$ cat config.mk
export PLATFORM = sky130hd
export DESIGN_NAME = digit_scan_ctrl
export DESIGN_NICKNAME = d
export VERILOG_FILES = /design/src/rtl/disp_pkg.sv /design/src/rtl/scan_prescaler.sv /design/src/rtl/digit_scan_ctrl.sv
export SDC_FILE = /design/constraint.sdc
export NUM_CORES = 1
export LEC_CHECK = 0
export CAP_MARGIN = 25
export CELL_PAD_IN_SITES_DETAIL_PLACEMENT = 0
export CELL_PAD_IN_SITES_GLOBAL_PLACEMENT = 1
export CORE_ASPECT_RATIO = 2
export CORE_MARGIN = 2
export CORE_UTILIZATION = 43
export DETAILED_ROUTE_END_ITERATION = 8
export PLACE_DENSITY_LB_ADDON = 0.1
export SLEW_MARGIN = 20
export SYNTH_ARGS = -nofsm -noshare
export SYNTH_HDL_FRONTEND = slang
export SYNTH_SLANG_ARGS = --single-unit
$ cat constraint.sdc
create_clock -name clk -period 5.4 [get_ports clk]
set_input_delay 1.08 -clock clk [delete_from_list [all_inputs] [get_ports clk]]
set_output_delay 1.08 -clock clk [all_outputs]
set_load 0.01 [all_outputs]
$ cat src/rtl/disp_pkg.sv
// Shared definitions for the 8-digit display scan path.
//   DEC_EN_ON / DEC_EN_OFF : {e1_low,e2_low,e3} codes that enable/disable decoder3_8
//   NUM_DIGITS, SEL_W      : digit count and select-code width
//   Helper functions for the digit search and nibble extraction used by the scanner.
package disp_pkg;

    localparam logic [2:0] DEC_EN_ON  = 3'b001;
    localparam logic [2:0] DEC_EN_OFF = 3'b110;
    localparam int         NUM_DIGITS = 8;
    localparam int         SEL_W      = 3;
    localparam int         DATA_W     = NUM_DIGITS * 4;

    // Returns {found, index} of the lowest set mask bit strictly above cur.
    function automatic logic [SEL_W:0] next_set_idx(
        input logic [NUM_DIGITS-1:0] m,
        input logic [SEL_W-1:0]      cur
    );
        logic [SEL_W:0] res;
        res = '0;
        // Walk downward so the lowest qualifying index is the one that sticks.
        for (int i = NUM_DIGITS - 1; i >= 0; i--) begin
            if ((i > int'(cur)) && m[i]) begin
                res = {1'b1, SEL_W'(i)};
            end
        end
        return res;
    endfunction

    // Lowest set index of the mask; 0 when the mask is empty.
    function automatic logic [SEL_W-1:0] lowest_set_idx(
        input logic [NUM_DIGITS-1:0] m
    );
        logic [SEL_W-1:0] res;
        res = '0;
        for (int i = NUM_DIGITS - 1; i >= 0; i--) begin
            if (m[i]) begin
                res = SEL_W'(i);
            end
        end
        return res;
    endfunction

    // Nibble idx of the packed digit word.
    function automatic logic [3:0] nibble_at(
        input logic [DATA_W-1:0] d,
        input logic [SEL_W-1:0]  idx
    );
        return d[{idx, 2'b00} +: 4];
    endfunction

endpackage

$ cat src/rtl/scan_prescaler.sv
// Digit-slot prescaler.
//   clk  : system clock, rising edge
//   rst  : synchronous active-high reset (counter -> 0)
//   en   : count enable; when low the counter holds
//   tick : high in the cycle the counter sits at CLK_DIV-1 with en=1 (wrap cycle)
module scan_prescaler #(
    parameter int CLK_DIV = 4,
    parameter int CNT_W   = 16
) (
    input  logic clk,
    input  logic rst,
    input  logic en,
    output logic tick
);

    localparam logic [CNT_W-1:0] LAST_CNT = CNT_W'(CLK_DIV - 1);

    logic [CNT_W-1:0] cnt_r;

    assign tick = en && (cnt_r == LAST_CNT);

    // Slot counter: 0..CLK_DIV-1 while enabled, frozen otherwise.
    always_ff @(posedge clk) begin
        if (rst) begin
            cnt_r <= '0;
        end else if (en) begin
            if (cnt_r == LAST_CNT) begin
                cnt_r <= '0;
            end else begin
                cnt_r <= cnt_r + CNT_W'(1);
            end
        end else begin
            cnt_r <= cnt_r;
        end
    end

endmodule

$ cat src/rtl/digit_scan_ctrl.sv
// Scan sequencer feeding decoder3_8 in the 8-digit display path.
//   clk, rst          : system clock / synchronous active-high reset
//   en                : scan enable; low freezes the scan and disables the decoder
//   data[31:0]        : eight nibbles, digit k = data[4k+3:4k]
//   mask[7:0]         : digit k is scanned when mask[k]=1
//   c1,c2,c3          : decoder select, c1 = MSB
//   e1_low,e2_low,e3  : decoder enables
//   hex[3:0]          : nibble of the selected digit, coherent with the select code
//   frame_done        : one-cycle pulse when a frame wraps
// data/mask are only sampled at frame boundaries, so a frame never mixes two images.
module digit_scan_ctrl
    import disp_pkg::*;
#(
    parameter int CLK_DIV = 4,
    parameter int CNT_W   = 16
) (
    input  logic        clk,
    input  logic        rst,
    input  logic        en,
    input  logic [31:0] data,
    input  logic [7:0]  mask,
    output logic        c1,
    output logic        c2,
    output logic        c3,
    output logic        e1_low,
    output logic        e2_low,
    output logic        e3,
    output logic [3:0]  hex,
    output logic        frame_done
);

    logic                  tick_s;
    logic                  init_r;
    logic [SEL_W-1:0]      sel_r,         sel_nxt_s;
    logic [3:0]            hex_r,         hex_nxt_s;
    logic [DATA_W-1:0]     shadow_data_r, shadow_data_nxt_s;
    logic [NUM_DIGITS-1:0] shadow_mask_r, shadow_mask_nxt_s;
    logic [2:0]            dec_en_r,      dec_en_nxt_s;
    logic                  frame_done_r,  frame_done_nxt_s;
    logic [SEL_W:0]        next_hit_s;

    scan_prescaler #(
        .CLK_DIV (CLK_DIV),
        .CNT_W   (CNT_W)
    ) u_prescaler (
        .clk  (clk),
        .rst  (rst),
        .en   (en),
        .tick (tick_s)
    );

    // Next-state logic: frame start/wrap reloads the shadows, a plain tick steps to the next digit.
    always_comb begin
        sel_nxt_s         = sel_r;
        hex_nxt_s         = hex_r;
        shadow_data_nxt_s = shadow_data_r;
        shadow_mask_nxt_s = shadow_mask_r;
        frame_done_nxt_s  = 1'b0;
        next_hit_s        = next_set_idx(shadow_mask_r, sel_r);

        // Enables follow the current shadow mask, so they lag a reload by one cycle.
        if (en && (shadow_mask_r != 8'h00)) begin
            dec_en_nxt_s = DEC_EN_ON;
        end else begin
            dec_en_nxt_s = DEC_EN_OFF;
        end

        // init_r marks the first cycle out of reset, which always opens a frame.
        // An empty shadow mask never finds a next digit, so each tick wraps.
        if (init_r || (tick_s && !next_hit_s[SEL_W])) begin
            shadow_data_nxt_s = data;
            shadow_mask_nxt_s = mask;
            sel_nxt_s         = lowest_set_idx(mask);
            hex_nxt_s         = nibble_at(data, lowest_set_idx(mask));
            frame_done_nxt_s  = tick_s;
        end else if (tick_s) begin
            sel_nxt_s = next_hit_s[SEL_W-1:0];
            hex_nxt_s = nibble_at(shadow_data_r, next_hit_s[SEL_W-1:0]);
        end else begin
            sel_nxt_s = sel_r;
            hex_nxt_s = hex_r;
        end
    end

    // State and output registers; reset aborts any slot in progress.
    always_ff @(posedge clk) begin
        if (rst) begin
            init_r        <= 1'b1;
            sel_r         <= 3'b000;
            hex_r         <= 4'h0;
            shadow_data_r <= 32'h0000_0000;
            shadow_mask_r <= 8'h00;
            dec_en_r      <= DEC_EN_OFF;
            frame_done_r  <= 1'b0;
        end else begin
            init_r        <= 1'b0;
            sel_r         <= sel_nxt_s;
            hex_r         <= hex_nxt_s;
            shadow_data_r <= shadow_data_nxt_s;
            shadow_mask_r <= shadow_mask_nxt_s;
            dec_en_r      <= dec_en_nxt_s;
            frame_done_r  <= frame_done_nxt_s;
        end
    end

    assign {c1, c2, c3}         = sel_r;
    assign {e1_low, e2_low, e3} = dec_en_r;
    assign hex                  = hex_r;
    assign frame_done           = frame_done_r;

endmodule

### After elaboration in Yosys (flattened, before gate mapping)

Index checks and enable logic that the tools add are counted.

| operators by class | value |
|---|---|
| equality and inequality tests | 1 |
| order comparisons | 7 |
| shift operators | 2 |
| muxes and demuxes | 23 |
| add/subtract/negate cells | 1 |
| reductions and logical operators | 15 |
| bitwise operators | 1 |

Operators by type and width:

| cell | number |
|---|---|
| variable part select 32 x 6 -> 4 bit | 2 |
| two-way mux 3 bit | 12 |
| two-way mux 4 bit | 9 |
| adder 16 x 1 -> 16 bit (second input constant) | 1 |
| equality test 16 x 2 -> 1 bit (second input constant) | 1 |
| two-way mux 16 bit | 1 |
| > comparator 3 bit (first input constant) | 4 |
| logical AND 1 bit | 10 |
| nonzero test 8 bit | 1 |
| > comparator 2 x 3 -> 1 bit (first input constant) | 2 |
| > comparator 1 x 3 -> 1 bit (first input constant) | 1 |
| nonzero test 2 bit | 1 |
| OR reduction 2 bit | 1 |
| logical NOT 1 bit | 1 |
| logical OR 1 bit | 1 |
| two-way mux 1 bit | 1 |
| NOT 1 bit | 1 |

| word-level totals | value |
|---|---|
| output and inout port bits | 11 |
| register bits | 68 |

### Depth between registers and ports, before layout

| depth | value |
|---|---|
| depth after elaboration | 15 |
| depth in mapped cells | 10 |
| depth with buffers taken out | 8 |

### Hierarchy

A second synthesis with hierarchy kept.

| second synthesis, totals | value |
|---|---|
| cells, all modules | 441 |
| area, all modules | 3,480.8 um2 |

By module, submodules not included:

| module | times used | seq. area each (um2) | area each (um2) | cells an instance |
|---|---|---|---|---|
| digit_scan_ctrl | 1 | 1,021.0 | 2,745.1 | 357 |
| scan_prescaler | 1 | 320.3 | 735.7 | 84 |

### Worst setup path after synthesis

OpenSTA, ideal clock, no wires.

| timing | value |
|---|---|
| path kind | input to register |
| start point | in mask[2] |
| end point | reg hex_r[0] (netlist: hex[0]) |
| cell stages on the path | 8 |
| arrival time | 2.833 ns |
| library setup time | 0.124 ns |
| slack | 2.443 ns |
| buffers on the path | 2 |
| cells stage by stage | buf_2 > or4_4 > a21oi_2 > buf_6 > mux2i_1 > a211oi_1 > and3_1 > a2111o_1 |

| on the way | value |
|---|---|
| longest elaborated chain between the ends | 6 |

Ends and longest elaborated chain:

| item | RTL line | text |
|---|---|---|
| from (decl) | digit_scan_ctrl.sv:21 | `input logic [7:0] mask,` |
| two-way mux 3 bit (3 in series) | disp_pkg.sv:36 | `if (m[i]) begin` |
| two-way mux 3 bit | digit_scan_ctrl.sv:70 | `if (init_r \|\| (tick_s && !next_hit_s[SEL_W])) begin` |
| variable part select 32 x 6 -> 4 bit | disp_pkg.sv:48 | `return d[{idx, 2'b00} +: 4];` |
| two-way mux 4 bit | digit_scan_ctrl.sv:70 |  |
| to (signal assigned) | digit_scan_ctrl.sv:98 | `hex_r <= hex_nxt_s;` |
| to (decl) | digit_scan_ctrl.sv:35 | `logic [3:0] hex_r, hex_nxt_s;` |

No other way between the ends. The select of a mux whose other input is x is not followed.
A chain may end at the register's enable or synchronous reset.

### Worst setup path after layout

| timing | value |
|---|---|
| start point | in mask[2] |
| end point | reg hex_r[2] (netlist: hex[2]) |

The elaborated chain is that of the path after synthesis.

==> flow_summary.yaml <==
synth:
  synth.top_cells.by_area: "sky130_fd_sc_hd__dfxtp_1 38%, sky130_fd_sc_hd__nand2_1 9.9%, sky130_fd_sc_hd__a21oi_1 7.6%"
  synth_adder_area_share: 0.00359
  synth.mux.area_fraction: 0.0836
  synthCells: 441
  synthXorXnorAreaFrac: 0.0352
  yosys_most_used_dff: "sky130_fd_sc_hd__dfxtp_1"
  synth_top_cells_by_count: "92 x sky130_fd_sc_hd__nand2_1, 67 x sky130_fd_sc_hd__dfxtp_1, 53 x sky130_fd_sc_hd__a21oi_1"
  synthDistinctLibCells: 53
  synthesis.nets: 485
  synth-warning-count: 0
  synth_top_family_by_area: "simple AND/OR/NAND/NOR gates"
  syn-cell-area_um2: 3490
  synth.most_common_cell: "sky130_fd_sc_hd__nand2_1"
  sequential_cell_area_fraction_in_the_yosys_report: 0.385
  synth_compound_gate_area_share: 0.196
  synthDominantCellAreaShare: 0.385
  synth-seq-cells: 67
  synth_enable_flop_cells: 0
  syn_avg_cell_area_um2: 7.91
  netlist.top_cell.by_area: "sky130_fd_sc_hd__dfxtp_1"
  synthSimpleGateAreaFrac: 0.240
  synth-async-reset-ratio: 0
floorplan:
  core-area_um2: 7890
  io_pins: 54
  area_enclosed_by_the_die_boundary_um2: 8890
  start_util: 0.442
  dieHeight_um: 131
  chipWidth_um: 67.7
  row_count: 46
power:
  sequential_power_share: 0.422
  intPower_mw: 0.944
  powerDensity_nw_per_um2: 302
  p_switching_mw: 0.346
  combinational_share_of_power: 0.162
  switching_share: 0.268
  pwr-share-clk: 0.416
  vdd_ir_drop_max_mv: 0.186
  power.static_leakage_nw: 1.63
grt:
  grt_pass1_vias: 3250
  grt.total_usage: 0.251
  grt_antenna_before_repair: 0
  maximum_number_of_pins_on_one_net_before_global_route_repair: 54
  grt_pass1_wl_um: 16600
  grt-ovfl-total: 0
layout:
  fillerInstances: 764
  area_growth_pct: 22.3
  insertedDiodeCount: 0
  drive_above_1_share: 0.0583
  fin_nets: 521
  final_design_area_no_fill_um2: 4270
clock_tree:
  number_of_buffers_inserted_to_repair_setup_after_cts: 0
  clk_latency_ns: 0.33
  post_cts.resized_instances: 0
  cts_tree: "yes"
  cts.root.buffer_cell: "sky130_fd_sc_hd__clkbuf_16"
  numCtsBuffers: 9
  htree_num_levels: 3
  cts-root-to-sink-buffers: 2
  clock_sink_count: 67
  cts_hold_buf: 0
  clk_transition_reported_paths_ns: 0.05
min_path:
  timing.hold.worst.start: "shadow_data_r[31]$_SDFFE_PP0N_"
  timing.hold.worst_endpoint: "shadow_data_r[31]$_SDFFE_PP0N_"
  worstHoldPathType: "flop to flop"
  min_path_cells: 2
drt:
  routed_via_density: 5.70
  via_count: 3282
  first_pass_iters: 5
  route.detailed.wl_per_inst_um: 18.1
  initialDrtViolationCount: 226
  antenna_left: 0
  drcViolationCount: 0
  drt_wl_total_um: 10400
worst_setup_path:
  reg2regPathDepth: 8
  cp.arrival_ns: 3.85
  slack_of_the_worst_reg_to_reg_path_ns: 2.30
  largest_fanout_of_any_net_on_the_critical_path: 12
  crit_path_start_kind: "input pin"
  timing.critical_path.to_type: "flop"
  regToRegEndpoint: "sel_r[0]$_SDFFE_PP0P_"
  setup.worst_path.class: "input pin to flop"
  timing.critical_path.required_ns: 5.58
  crit-reg2reg-launch: "u_prescaler.cnt_r[0]$_SDFFE_PP0P_"
sta:
  slew_violations: 0
  grt_setup_unrepaired: "no"
  timing.max_slew.rel_slack: 0.344
  hold_violations: 0
  timing.setup.tns_ns: 0
  final-setup-viol-count: 0
  worst_hold_slack_ns: 0.448
  post-route-min-period_ns: 3.68
  min_period_over_period: 0.681
  setup_ws_ns: 1.72
  fin_skew_ns: 0.00478
  max_clock_freq_mhz: 272
  worstMarginPinSlew_ns: 0.984
status:
  status: "finished, final reports clean"
place:
  hpwlAfterDp_um: 7720
  place.gp.congestion: 0.888
  detailedPlace.worstSlack_ns: 1.40
  buffer_ports.inserted: 53
  place_area_um2: 3990
run:
  drv_cap: 0
[layout make-up]
| cell class | instances | area (um2) | area share |
|---|---|---|---|
| Multi-Input combinational cell | 333 | 1960 | 0.459 |
| Sequential cell | 67 | 1340 | 0.314 |
| Timing Repair Buffer | 55 | 538 | 0.126 |
| Clock buffer | 12 | 256 | 0.0601 |
| Tap cell | 96 | 120 | 0.0281 |
| Inverter | 11 | 41.3 | 0.00967 |
| Clock inverter | 2 | 12.5 | 0.00293 |
[how the worst max path moves through the flow]
stage,slack (ns),from,end,cells past startpoint
4_1_cts,1.74,mask[2],hex[2]$_SDFFE_PP0P_,8
5_1_grt,1.49,en,sel_r[1]$_SDFFE_PP0P_,8
6_report,1.72,mask[2],hex[2]$_SDFFE_PP0P_,8
3_5_place_dp,1.40,mask[2],hex[2]$_SDFFE_PP0P_,8
3_3_place_gp,1.49,mask[2],hex[2]$_SDFFE_PP0P_,8
2_1_floorplan,2.44,mask[2],hex[0]$_SDFFE_PP0P_,8
[kinds of logic (layout without fill, tap and decap cells)]
kind of cell	count (synthesis)	in the layout
AOI/OAI and AO/OA	108	108
xor gates and xnor gates	14	14
adders and majority gates	1	1
buffers and inverters	41	80
DFF	67	67
muxes	28	28
and+or+nand+nor	182	182
[flip-flops by register name (all words and copies together) (netlist names)]
signal             cells
sel_r                  3
dec_en_r               2
u_prescaler.cnt_r     16
hex                    4
frame_done             1
init_r                 1
shadow_mask_r          8
shadow_data_r         32
[layer usage]
| metal | global-route usage | wire [um] | share of wire |
|---|---|---|---|
| met1 | 0.273 | 3890 | 0.37 |
| met2 | 0.434 | 5690 | 0.55 |
| met5 | 0 | 0 | 0 |
| met4 | 0.153 | 502 | 0.048 |
| met3 | 0.0368 | 331 | 0.032 |
[placed cells by master (no fill, tap or decap), types with 2 or more instances in the layout]
cell type,Yosys,final
sky130_fd_sc_hd__a31oi_1,2,2
sky130_fd_sc_hd__nor3_1,8,8
sky130_fd_sc_hd__inv_1,11,11
sky130_fd_sc_hd__clkdlybuf4s50_1,0,52
sky130_fd_sc_hd__dfxtp_1,67,67
sky130_fd_sc_hd__nor3b_1,3,3
sky130_fd_sc_hd__mux2_2,4,4
sky130_fd_sc_hd__o21ai_0,10,10
sky130_fd_sc_hd__a211oi_1,13,13
sky130_fd_sc_hd__nor2b_1,4,4
sky130_fd_sc_hd__a21o_1,4,4
sky130_fd_sc_hd__or2_2,2,2
sky130_fd_sc_hd__clkbuf_16,0,9
sky130_fd_sc_hd__nor2_1,32,32
sky130_fd_sc_hd__nand2_1,92,92
sky130_fd_sc_hd__nand4_1,7,7
sky130_fd_sc_hd__a22oi_1,7,7
sky130_fd_sc_hd__and4_1,2,2
sky130_fd_sc_hd__and3_1,8,8
sky130_fd_sc_hd__a2111o_1,2,2
sky130_fd_sc_hd__buf_2,5,2
sky130_fd_sc_hd__o22ai_1,2,2
sky130_fd_sc_hd__nand3_1,6,6
sky130_fd_sc_hd__mux2i_1,19,19
sky130_fd_sc_hd__o31ai_1,2,2
sky130_fd_sc_hd__xor2_1,13,13
sky130_fd_sc_hd__o32ai_1,2,2
sky130_fd_sc_hd__nor4_1,8,8
sky130_fd_sc_hd__clkbuf_8,0,2
sky130_fd_sc_hd__a21oi_1,53,53
sky130_fd_sc_hd__nor4bb_1,2,2
sky130_fd_sc_hd__mux2_1,5,5
[stage by stage]
step / total power, mW / instances / util
finish: 1.29 / 576 / 0.541
global route: 1.34 / 576 / 0.541
CTS: 1.29 / 575 / 0.541
detailed placement: 0.762 / 561 / 0.507
global placement: 0.760 / 561 / 0.507
floorplan: 0.678 / 441 / -
[worst max-delay path: stages]
cell	delay (ns)
sky130_fd_sc_hd__clkdlybuf4s50_1	0.60
sky130_fd_sc_hd__or4_4	0.59
sky130_fd_sc_hd__a21oi_2	0.66
sky130_fd_sc_hd__mux2_2	0.41
sky130_fd_sc_hd__nor3_1	0.14
sky130_fd_sc_hd__a31oi_1	0.06
sky130_fd_sc_hd__a32oi_1	0.22
sky130_fd_sc_hd__o211ai_1	0.10
[power groups by stage]
stage	clock network, mW	logic (mW)	registers, mW
2_1_floorplan	0	0.133	0.545
3_3_place_gp	0	0.206	0.554
3_5_place_dp	0	0.207	0.555
4_1_cts	0.542	0.209	0.544
5_1_grt	0.559	0.229	0.547
6_report	0.537	0.209	0.544
No activity file was read; power rests on OpenSTA's default activity.
